## src/rtl/wb_master_pkg.sv

```systemverilog
// ============================================================================
//  Module      : wb_master_pkg
//  Description : Shared types and constants for the Wishbone command master:
//                FSM state encoding, bus widths and harness register map.
//  Revision    : 1.0 - initial release
// ============================================================================
`default_nettype none

package wb_master_pkg;

  // Wishbone bus widths
  localparam int WB_ADR_W = 32;
  localparam int WB_DAT_W = 32;
  localparam int WB_SEL_W = 4;

  // Harness register map, shared by benches and on-chip controllers
  localparam logic [WB_ADR_W-1:0] ADDR_ACTIVE = 32'h3000_0000;
  localparam logic [WB_ADR_W-1:0] ADDR_OEB0   = 32'h3000_0004;
  localparam logic [WB_ADR_W-1:0] ADDR_OEB1   = 32'h3000_0008;
  localparam logic [WB_ADR_W-1:0] ADDR_WS2812 = 32'h3000_0100;
  localparam logic [WB_ADR_W-1:0] ADDR_7SEG   = 32'h3000_0200;
  localparam logic [WB_ADR_W-1:0] ADDR_FREQ   = 32'h3000_0400;

  // Master FSM states
  typedef enum logic [1:0] {
    S_IDLE = 2'd0,
    S_BUS  = 2'd1,
    S_RESP = 2'd2,
    S_GAP  = 2'd3
  } state_t;

endpackage

`default_nettype wire

```

## src/rtl/wb_cmd_master.sv

```systemverilog
// ============================================================================
//  Module      : wb_cmd_master
//  Description : Wishbone classic single-cycle initiator. Takes one command on
//                a valid/ready port, runs one read or write with an ack
//                timeout, and returns data/status on a valid/ready response.
//  Revision    : 1.0 - initial release
// ============================================================================
`default_nettype none

module wb_cmd_master
  import wb_master_pkg::*;
#(
  parameter int TIMEOUT_CYCLES = 255,
  parameter int TCNT_W         = 8
) (
  input  logic                clk,
  input  logic                reset,
  // command port
  input  logic                cmd_valid,
  output logic                cmd_ready,
  input  logic                cmd_we,
  input  logic [WB_SEL_W-1:0] cmd_sel,
  input  logic [WB_ADR_W-1:0] cmd_adr,
  input  logic [WB_DAT_W-1:0] cmd_dat,
  // response port
  output logic                rsp_valid,
  input  logic                rsp_ready,
  output logic [WB_DAT_W-1:0] rsp_dat,
  output logic                rsp_timeout,
  // Wishbone initiator
  output logic                wbm_cyc_o,
  output logic                wbm_stb_o,
  output logic                wbm_we_o,
  output logic [WB_SEL_W-1:0] wbm_sel_o,
  output logic [WB_ADR_W-1:0] wbm_adr_o,
  output logic [WB_DAT_W-1:0] wbm_dat_o,
  input  logic [WB_DAT_W-1:0] wbm_dat_i,
  input  logic                wbm_ack_i,
  // status
  output logic                busy,
  output logic [TCNT_W-1:0]   timeout_count
);

  // Wide enough to hold TIMEOUT_CYCLES, so the wait counter never wraps
  localparam int                WCNT_W    = $clog2(TIMEOUT_CYCLES + 1);
  localparam logic [WCNT_W-1:0] WAIT_LAST = WCNT_W'(TIMEOUT_CYCLES - 1);

  state_t            state;
  state_t            state_next;
  logic [WCNT_W-1:0] wait_cnt;

  logic accept;
  logic bus_ack;
  logic bus_expire;
  logic rsp_fire;

  // Ack is only meaningful in BUS; it wins over an expiring wait counter
  assign accept     = (state == S_IDLE) && cmd_valid;
  assign bus_ack    = (state == S_BUS) && wbm_ack_i;
  assign bus_expire = (state == S_BUS) && !wbm_ack_i && (wait_cnt == WAIT_LAST);
  assign rsp_fire   = (state == S_RESP) && rsp_valid && rsp_ready;

  // State register
  always_ff @(posedge clk) begin
    if (reset) begin
      state <= S_IDLE;
    end else begin
      state <= state_next;
    end
  end

  // Next-state decode; GAP is a fixed one-cycle hold-off against stale acks
  always_comb begin
    state_next = state;
    case (state)
      S_IDLE:  if (accept)                  state_next = S_BUS;
      S_BUS:   if (bus_ack || bus_expire)   state_next = S_RESP;
      S_RESP:  if (rsp_fire)                state_next = S_GAP;
      S_GAP:                                state_next = S_IDLE;
      default:                              state_next = S_IDLE;
    endcase
  end

  // Decoded (unregistered) outputs
  always_comb begin
    cmd_ready = (state == S_IDLE);
    busy      = (state != S_IDLE);
  end

  // Registered bus, response and counter datapath
  always_ff @(posedge clk) begin
    if (reset) begin
      wbm_cyc_o     <= 1'b0;
      wbm_stb_o     <= 1'b0;
      wbm_we_o      <= 1'b0;
      wbm_sel_o     <= '0;
      wbm_adr_o     <= '0;
      wbm_dat_o     <= '0;
      rsp_valid     <= 1'b0;
      rsp_timeout   <= 1'b0;
      rsp_dat       <= '0;
      timeout_count <= '0;
      wait_cnt      <= '0;
    end else begin
      if (accept) begin
        wbm_we_o  <= cmd_we;
        wbm_sel_o <= cmd_sel;
        wbm_adr_o <= cmd_adr;
        wbm_dat_o <= cmd_dat;
        wbm_cyc_o <= 1'b1;
        wbm_stb_o <= 1'b1;
        wait_cnt  <= '0;
      end

      if (bus_ack) begin
        wbm_cyc_o   <= 1'b0;
        wbm_stb_o   <= 1'b0;
        rsp_dat     <= wbm_we_o ? '0 : wbm_dat_i;
        rsp_timeout <= 1'b0;
        rsp_valid   <= 1'b1;
      end else if (bus_expire) begin
        wbm_cyc_o   <= 1'b0;
        wbm_stb_o   <= 1'b0;
        rsp_dat     <= '0;
        rsp_timeout <= 1'b1;
        rsp_valid   <= 1'b1;
        if (timeout_count != '1) begin
          timeout_count <= timeout_count + TCNT_W'(1);
        end
      end else if (state == S_BUS) begin
        wait_cnt <= wait_cnt + WCNT_W'(1);
      end

      if (rsp_fire) begin
        rsp_valid <= 1'b0;
      end
    end
  end

endmodule

`default_nettype wire

```

## config.mk

```make
export PLATFORM = sky130hd
export DESIGN_NAME = wb_cmd_master
export DESIGN_NICKNAME = d
export VERILOG_FILES = /design/src/rtl/wb_master_pkg.sv /design/src/rtl/wb_cmd_master.sv
export SDC_FILE = /design/constraint.sdc
export NUM_CORES = 1
export LEC_CHECK = 0
export BUFFER_PORTS_ARGS = -buffer_cell sky130_fd_sc_hd__buf_2
export CORE_MARGIN = 4
export CORE_UTILIZATION = 49
export DETAILED_ROUTE_END_ITERATION = 7
export HOLD_SLACK_MARGIN = 0.12
export PLACE_DENSITY_LB_ADDON = 0.05
export SLEW_MARGIN = 40
export SYNTH_ARGS = -nofsm -noshare
export SYNTH_HDL_FRONTEND = slang
export SYNTH_SLANG_ARGS = --single-unit
```

## constraint.sdc

```tcl
create_clock -name clk -period 3.1 [get_ports clk]
set_input_delay 0.31 -clock clk [delete_from_list [all_inputs] [get_ports clk]]
set_output_delay 0.31 -clock clk [all_outputs]
set_load 0.01 [all_outputs]
```

==> flow_metrics.tcl, run 1 <==
set metrics [dict create \
    hold_slack_ps 308.3 \
    cts_tree "built" \
    track_usage 0.2588 \
    pin_count 221 \
    period_share 0.6827 \
    first_pass_iters 4 \
    synth_area_leaders "dfxtp_1 (55%), nand2_1 (13%), a21oi_1 (9.3%), a22o_1 (6.3%), clkbuf_1 (2.0%)" \
    coreArea_um2 8806 \
    synth_nets 622 \
    drcViolationCount 0 \
    gp_congestion 0.8173 \
    finalSetupTns_ps 0 \
    yosys-top-cells-count "nand2_1 (149), dfxtp_1 (122), a21oi_1 (83)" \
    synthCells 509 \
    yosysUniqueCellTypes 42 \
    vias 4877 \
    synth-edff-count 0 \
    initial_core_util 0.5072 \
    synth_top_cell_area_share 0.5468 \
    critPathMaxFanout 42 \
    ys_warn_count 0 \
    fin_crit_ps 2116 \
    synth.avg_cell_area_um2 8.776 \
    finalHoldViolations 0 \
    synth_area_um2 4467 \
    io_buffers 220 \
    min_path_type "primary input to flip-flop" \
    rsz0062_at_grt "no" \
    ir_drop_mv 0.3678 \
    required_ps 3530 \
    htree_num_levels 4 \
    dp_cells 808 \
    drive_gt1_frac 0.3186 \
    synthArstFlopShare 0 \
    die_area_um2 10710 \
    numCtsBuffers 17 \
    slew_viol_final 0 \
    n_antenna_cell 0 \
    finalSetupViolCount 0 \
    relSlewSlack 0.4611 \
    clkTransAtPathRegs_ps 60 \
    synth_top_cell_by_area "dfxtp_1" \
    antenna_found_initial 0 \
    wire_per_inst_um 15.21 \
    synth-seq-cells 122 \
    die_w_um 103.5 \
    vias_per_cell 5.172 \
    status "completed" \
    ys.flop_type "dfxtp_1" \
    fillers 518 \
    row_count 34 \
    clockBufferDepth 2 \
    cap_viol_max_count 0 \
    grt_pass1_vias 4762 \
    power_density_nw_per_um2 730.7 \
    leakage_uw 0.003326 \
    cts_resized 0 \
    clock_skew_ps 10.21 \
    worst_pin_slew_ps 805.5 \
    overflow 0 \
    cp.arrival_ps 2550 \
    crit_type "flip-flop to flip-flop" \
    ant_nets 0 \
    yosysSeqAreaShare 0.5468 \
    cts-root-buf "clkbuf_8" \
    cts_sinks 122 \
    routed_wl_um 14340 \
    dp_hpwl_um 8603 \
    detail_route.iter0.violations 131 \
    postCtsSetupBuffers 0 \
    cp-end-kind "flip-flop" \
    synth_most_common_cell "nand2_1" \
    final_cells 943 \
    start_kind "flip-flop" \
    clock_latency_ps 510 \
    grt_max_degree 61 \
    areaGrowthSynthToFinish_pct 62.18 \
    grt_pass1_wl_um 21870 \
    fmax_mhz 472.5 \
    fin_nets 935 \
    dieHeight_um 103.5 \
]
-- metal layers --
metal | GRT usage | part of all wire | vias to the layer above
li1 | - | - | 2389
met1 | 0.2845 | 0.39 | 2272
met2 | 0.4520 | 0.52 | 193
met3 | 0.09457 | 0.081 | 23
met4 | 0.1026 | 0.016 | 0
met5 | 0 | 0 | -
-- kinds of logic after synthesis --
family,synth area share
DFF,0.5468
adders and majority gates,0.01961
AOI/OAI and AO/OA,0.2006
buffers and inverters,0.03922
and+or+nand+nor,0.1938
-- stage by stage --
step           power, µW  instance area (µm²)    util  setup slack (ps)
4_1_cts             5305                 7241  0.8223             999.1
5_1_grt             5561                 7244  0.8227             800.9
2_1_floorplan       2748                 4467       -              1475
3_5_place_dp        3229                 5608  0.6368              1002
6_report            5294                 7244  0.8227             983.8
3_3_place_gp        3185                 5608  0.6368              1102
-- sequential cells by signal, summed over array words and instances, names as in the netlist --
name and cells:
rsp_dat 32, wbm_adr_o 32, wbm_dat_o 32, timeout_count 8
wait_cnt 8, wbm_sel_o 4, state 2, rsp_timeout 1
rsp_valid 1, wbm_stb_o 1, wbm_we_o 1
-- cell usage in the layout, fill, tap and decap left out, drive strengths merged, types with 8 or more instances in the layout --
cell         instances
nand2              149
clkbuf              18
a21oi               84
a22o                32
dfxtp              122
buf                226
dlygate4sd3        103
nand3                9
or4                  8
-- path summary, 6_finish.rpt --
kind | from | endpoint | slack (ps) | cells past startpoint
worst max-delay path | state[0] | wbm_adr_o[7] | 980 | 6
worst min-delay path | reset | wbm_dat_o[29] | 310 | 2
worst max register to register | state[0] | wbm_adr_o[7] | 980 | 6
worst min register to register | wbm_dat_o[29] | wbm_dat_o[29] | 450 | 2
-- critical path: stages, from the launching register on --
cell and delay, ps:
dfxtp_1 350, inv_1 90, ha_1 250, nand2_2 610, buf_4 450, nand2_1 120, a21oi_1 170
-- final cells by class --
type | instances | area [µm²] | share of cell area
Clock inverter | 14 | 173.9 | 0.02401
Inverter | 7 | 26.28 | 0.003627
Timing Repair Buffer | 329 | 2177 | 0.3005
Sequential cell | 122 | 2442 | 0.3371
Tap cell | 108 | 135.1 | 0.01865
Clock buffer | 18 | 427.9 | 0.05907
Multi-Input combinational cell | 345 | 1862 | 0.2570
-- power breakdown --
group,total [µW],switching (µW),internal (µW)
logic,1370,818,552
clock network,1970,722,1250
registers,1960,133,1820
total,5290,1670,3620
-- repair_timing --
action,CTS,global route
hold endpoints to repair,103,0
hold buffers,103,0
setup endpoints to repair,0,0
Power figures use the tool's default switching activity.
==> run 2, diff against run 1 <==
CORE_UTILIZATION = 41   (was 49)
clock period = 1.77 ns   (was 3.1 ns; I/O delays follow)
==> run 2 against run 1 <==
Power up 77%; design area grew 2.2%; core utilization is 11 points lower; register-to-register slack got worse by 890 ps; sequential power rose by 74%; die area is 18% higher.
==> flow_metrics.tcl, run 2 (synthesis results as in run 1) <==
set metrics [dict create \
    coreArea_um2 10460 \
    critPathTopFamily "simple AND/OR/NAND/NOR gates" \
    gp_congestion 0.8094 \
    critPathMaxFanout 12 \
    io_buffers 220 \
    ant_nets 0 \
    grt_pass1_wl_um 22670 \
    r2r_cells 6 \
    first_pass_iters 5 \
    status "completed" \
    pin_count 221 \
    finalSetupTns_ps 0 \
    cp.arrival_ps 2100 \
    track_usage 0.2134 \
    reg.largest.list "rsp_dat: 32 flops, wbm_adr_o: 32 flops, wbm_dat_o: 32 flops" \
    overflow 0 \
    drive_gt1_frac 0.3274 \
    pre_cts_ws_ps 46.95 \
    grt_pass1_vias 4808 \
    vias 4908 \
    grt_max_degree 45 \
    slew_viol_final 0 \
    cpPeakStageDelay_ps 530 \
    vias_per_cell 4.983 \
    fin_nets 949 \
    min_from "cmd_valid" \
    cts-root-buf "clkbuf_8" \
    dieHeight_um 112.4 \
    clkTransAtPathRegs_ps 60 \
    n_antenna_cell 0 \
    crit_type "flip-flop to flip-flop" \
    cts_tree "built" \
    clock_skew_ps 7.127 \
    clockBufferDepth 2 \
    worst_pin_slew_ps 476.1 \
    totalPowerFinal_uw 9365 \
    layout_commonest_cell "buf_2" \
    cp_slowest_cell "or4_1" \
    whs_endpoint "state[1]" \
    start_kind "flip-flop" \
    required_ps 2190 \
    finalHoldViolations 0 \
    antenna_found_initial 0 \
    cp-end-kind "flip-flop" \
    finalSetupViolCount 0 \
    areaGrowthSynthToFinish_pct 65.83 \
    rrSetupSlack_ps 90 \
    crit_buf_inv 1 \
    cts_sinks 122 \
    relSlewSlack 0.6814 \
    hold_depth 4 \
    leakage_uw 0.003394 \
    min_path_type "primary input to flip-flop" \
    clock_latency_ps 490 \
    reg2reg_to "timeout_count[7]" \
    wire_per_inst_um 14.29 \
    cp_cell_sequence "inv_1, ha_1, and4_4, nand3_4, or4_1, a21oi_1" \
    fin_crit_ps 1681 \
    period_share 0.9498 \
    power_density_nw_per_um2 1264 \
    initial_core_util 0.4269 \
    row_count 37 \
    ir_drop_mv 0.8974 \
    fin_ws_ps 88.78 \
    final_cell_mix "buf_2 (220), nand2_1 (148), dfxtp_1 (122)" \
    fmax_mhz 594.8 \
    die_area_um2 12630 \
    final_area_um2 7407 \
    numCtsBuffers 17 \
    detail_route.iter0.violations 272 \
    cap_viol_max_count 0 \
    die_w_um 112.4 \
    rr_startpoint "wait_cnt[0]" \
    dp_hpwl_um 8798 \
    place_area_um2 5751 \
    drcViolationCount 0 \
    routed_wl_um 14080 \
    htree_num_levels 4 \
]
-- run 2: cell count changes in the layout (fill, tap and decap cells not counted) --
cell and delta:
ha_2 +1, buf_12 +2, buf_4 +10, dlygate4sd3_1 +1, clkinv_4 -3, clkbuf_1 +2
inv_6 +3, buf_6 +1, clkinv_2 -1, clkbuf_8 -1, ha_1 -1
-- run 2: tightest hold or removal path: stages --
cell       delay, ps
buf_2            110
a2bb2oi_1        170
nand4b_1         110
o31ai_1           70
-- run 2: stage by stage --
stage	utilization	std cells	hold slack, ps
4_1_cts	0.7056	983	155.4
2_1_floorplan	-	509	277.1
3_5_place_dp	0.5496	847	396.8
6_report	0.7080	985	196.5
3_3_place_gp	0.5496	847	393.7
5_1_grt	0.7080	985	166.1
-- run 2: layout make-up --
class	count	area, µm²
inverters	7	26.28
multi-input cells	345	1864
flip-flops and latches	122	2442
clock inverters	13	168.9
clock buffers	19	421.7
repair buffers	343	2313
fillers	798	3055
well taps	136	170.2
-- run 2: layer usage --
metal	up-vias	share of wire	global-route usage
li1	2422	-	-
met1	2265	0.40	0.2446
met2	193	0.51	0.3822
met3	28	0.066	0.05499
met4	0	0.021	0.07772
met5	-	0	0
-- run 2: where the power goes --
group / switching, µW / internal [µW] / leakage, µW
logic: 1470 / 1100 / 0.00212
registers: 227 / 3190 / 0.000996
clock network: 1220 / 2160 / 0.000275
total: 2920 / 6450 / 0.00339
-- run 2: worst max path at each step --
stage | slack (ps) | cells after the start | start | end
final | 90 | 6 | wait_cnt[0] | timeout_count[7]
after global routing | -2 | 5 | timeout_count[0] | timeout_count[1]
after CTS | 50 | 6 | wait_cnt[0] | timeout_count[7]
after detailed placement | 50 | 6 | wait_cnt[0] | wait_cnt[7]
after global placement | 120 | 6 | wait_cnt[0] | timeout_count[5]
after floorplan | 150 | 6 | state[1] | timeout_count[3]
-- run 2: repair_timing --
action / 4_1_cts / 5_1_grt
hold buffers: 104 / 0
gates resized for setup: 0 / 3
setup endpoints to repair: 0 / 45
endpoints found under the hold margin: 103 / 0
buffers inserted: 0 / 2
==> run 3, diff against run 2 <==
SETUP_SLACK_MARGIN = 0.5   (was default)
==> run 3 against run 2 <==
Combinational power rose by 85%; first-iteration DRC count is 38% higher; sequential share of layout area down 5.0 points; design area up 20%; global-route usage up 4.5 points; largest cell class is now buffers; critical path depth increased by 1; largest power group is now combinational cells; power grew 24%; critical path type unchanged; die area is the same; setup slack improved by 85 ps.
==> flow_metrics.tcl, run 3 (synthesis results as in run 1) <==
set metrics [dict create \
    gp_congestion 0.7910 \
    min_path_type "primary input to flip-flop" \
    initial_core_util 0.4269 \
    ir_drop_mv 0.7888 \
    finalSetupTns_ps 0 \
    vias 5283 \
    coreArea_um2 10460 \
    overflow 0 \
    track_usage 0.2585 \
    numCtsBuffers 17 \
    ant_nets 0 \
    detail_route.iter0.violations 374 \
    crit_type "flip-flop to flip-flop" \
    final_util 0.8466 \
    fin_crit_ps 1596 \
    reg.largest.list "rsp_dat: 32 flops, wbm_adr_o: 32 flops, wbm_dat_o: 32 flops" \
    routed_wl_um 17740 \
    clock_skew_ps 12.25 \
    rsz0062_at_grt "yes" \
    rr_startpoint "wait_cnt[0]" \
    die_area_um2 12630 \
    fillers 558 \
    htree_num_levels 4 \
    clock_latency_ps 510 \
    grt_pass1_vias 5447 \
    reg2reg_to "timeout_count[5]" \
    layout_commonest_cell "buf_2" \
    critPathMaxFanout 8 \
    rrSetupSlack_ps 170 \
    cts_sinks 122 \
    areaGrowthSynthToFinish_pct 98.29 \
    period_share 0.9016 \
    cp.arrival_ps 1980 \
    pin_count 221 \
    cp-end-kind "flip-flop" \
    start_kind "flip-flop" \
    final_cell_mix "buf_2 (217), dfxtp_1 (106), dlygate4sd3_1 (105)" \
    dp_hpwl_um 8834 \
    cts-root-buf "clkbuf_8" \
    io_buffers 220 \
    first_pass_iters 5 \
    fin_nets 987 \
    r2r_cells 7 \
    vias_per_cell 5.179 \
    clockBufferDepth 2 \
    fmax_mhz 626.6 \
    drive_gt1_frac 0.5305 \
    required_ps 2150 \
    finalHoldViolations 0 \
    finalSetupViolCount 0 \
    row_count 37 \
    status "completed" \
    power_density_nw_per_um2 1311 \
    seq_area_um2 2477 \
    slew_viol_final 0 \
    worst_pin_slew_ps 955.5 \
    leakage_uw 0.004046 \
    cts_tree "built" \
    drcViolationCount 0 \
    relSlewSlack 0.3609 \
    die_w_um 112.4 \
    critPathLaunch "wait_cnt[0]" \
    cap_viol_max_count 0 \
    totalPowerFinal_uw 11610 \
    clkTransAtPathRegs_ps 60 \
    grt_max_degree 38 \
    wire_per_inst_um 17.39 \
    multi_input_area_um2 2619 \
    crit_end "timeout_count[5]" \
    n_antenna_cell 0 \
    grt_pass1_wl_um 26640 \
    dieHeight_um 112.4 \
    antenna_found_initial 0 \
]
run 3: cell type report:
type,count,area share
Clock buffer,21,0.05311
Clock inverter,8,0.01328
Inverter,7,0.003814
Multi-Input combinational cell,346,0.2957
Sequential cell,122,0.2797
Tap cell,136,0.01921
Timing Repair Buffer,380,0.3352
run 3: stage by stage:
| stage | hold WS [ps] | cell area [µm²] | instances | worst slack (ps) |
|---|---|---|---|---|
| final | 138.3 | 8857 | 1020 | 174.1 |
| after global placement | 393.7 | 5794 | 841 | 151.1 |
| after floorplan | 277.1 | 4631 | 509 | 297.8 |
| after detailed placement | 400.6 | 5794 | 841 | 90.08 |
| after global routing | 136.3 | 8857 | 1020 | 83.70 |
| after CTS | 95.35 | 8253 | 1008 | 186.6 |
run 3: routing by layer:
metal	part of all wire	track usage
met5	0	0
met2	0.52	0.4676
met4	0.019	0.07853
met3	0.065	0.06792
met1	0.40	0.2981
run 3: where the power goes:
| part | switching [µW] | internal, µW | total [µW] |
|---|---|---|---|
| clock network | 1160 | 2270 | 3430 |
| logic | 2360 | 2360 | 4730 |
| registers | 255 | 3200 | 3450 |
run 3: how the worst min path moves through the flow:
stage             startpoint           to  slack, ps  cells past startpoint
6_report               reset     state[1]        140                      3
3_5_place_dp   wbm_dat_i[24]  rsp_dat[24]        400                      2
2_1_floorplan      wbm_ack_i  rsp_timeout        280                      1
5_1_grt                reset     state[1]        140                      3
3_3_place_gp   wbm_dat_i[17]  rsp_dat[17]        390                      2
4_1_cts                reset     state[1]        100                      3
run 3: what timing repair did:
action | 4_1_cts | 5_1_grt
pin swaps | 58 | 40
hold buffers | 105 | 0
setup buffers | 24 | 8
hold endpoints to repair | 104 | 0
gates cloned | 9 | 4
setup endpoints to repair | 127 | 130
gates resized for setup | 132 | 113
run 3: worst max-delay path, stage by stage (launching register included):
cell	delay, ps
dfxtp_2	330
inv_2	70
ha_4	120
and4_4	230
nand3_4	130
buf_6	180
o41ai_4	330
a21oi_2	80
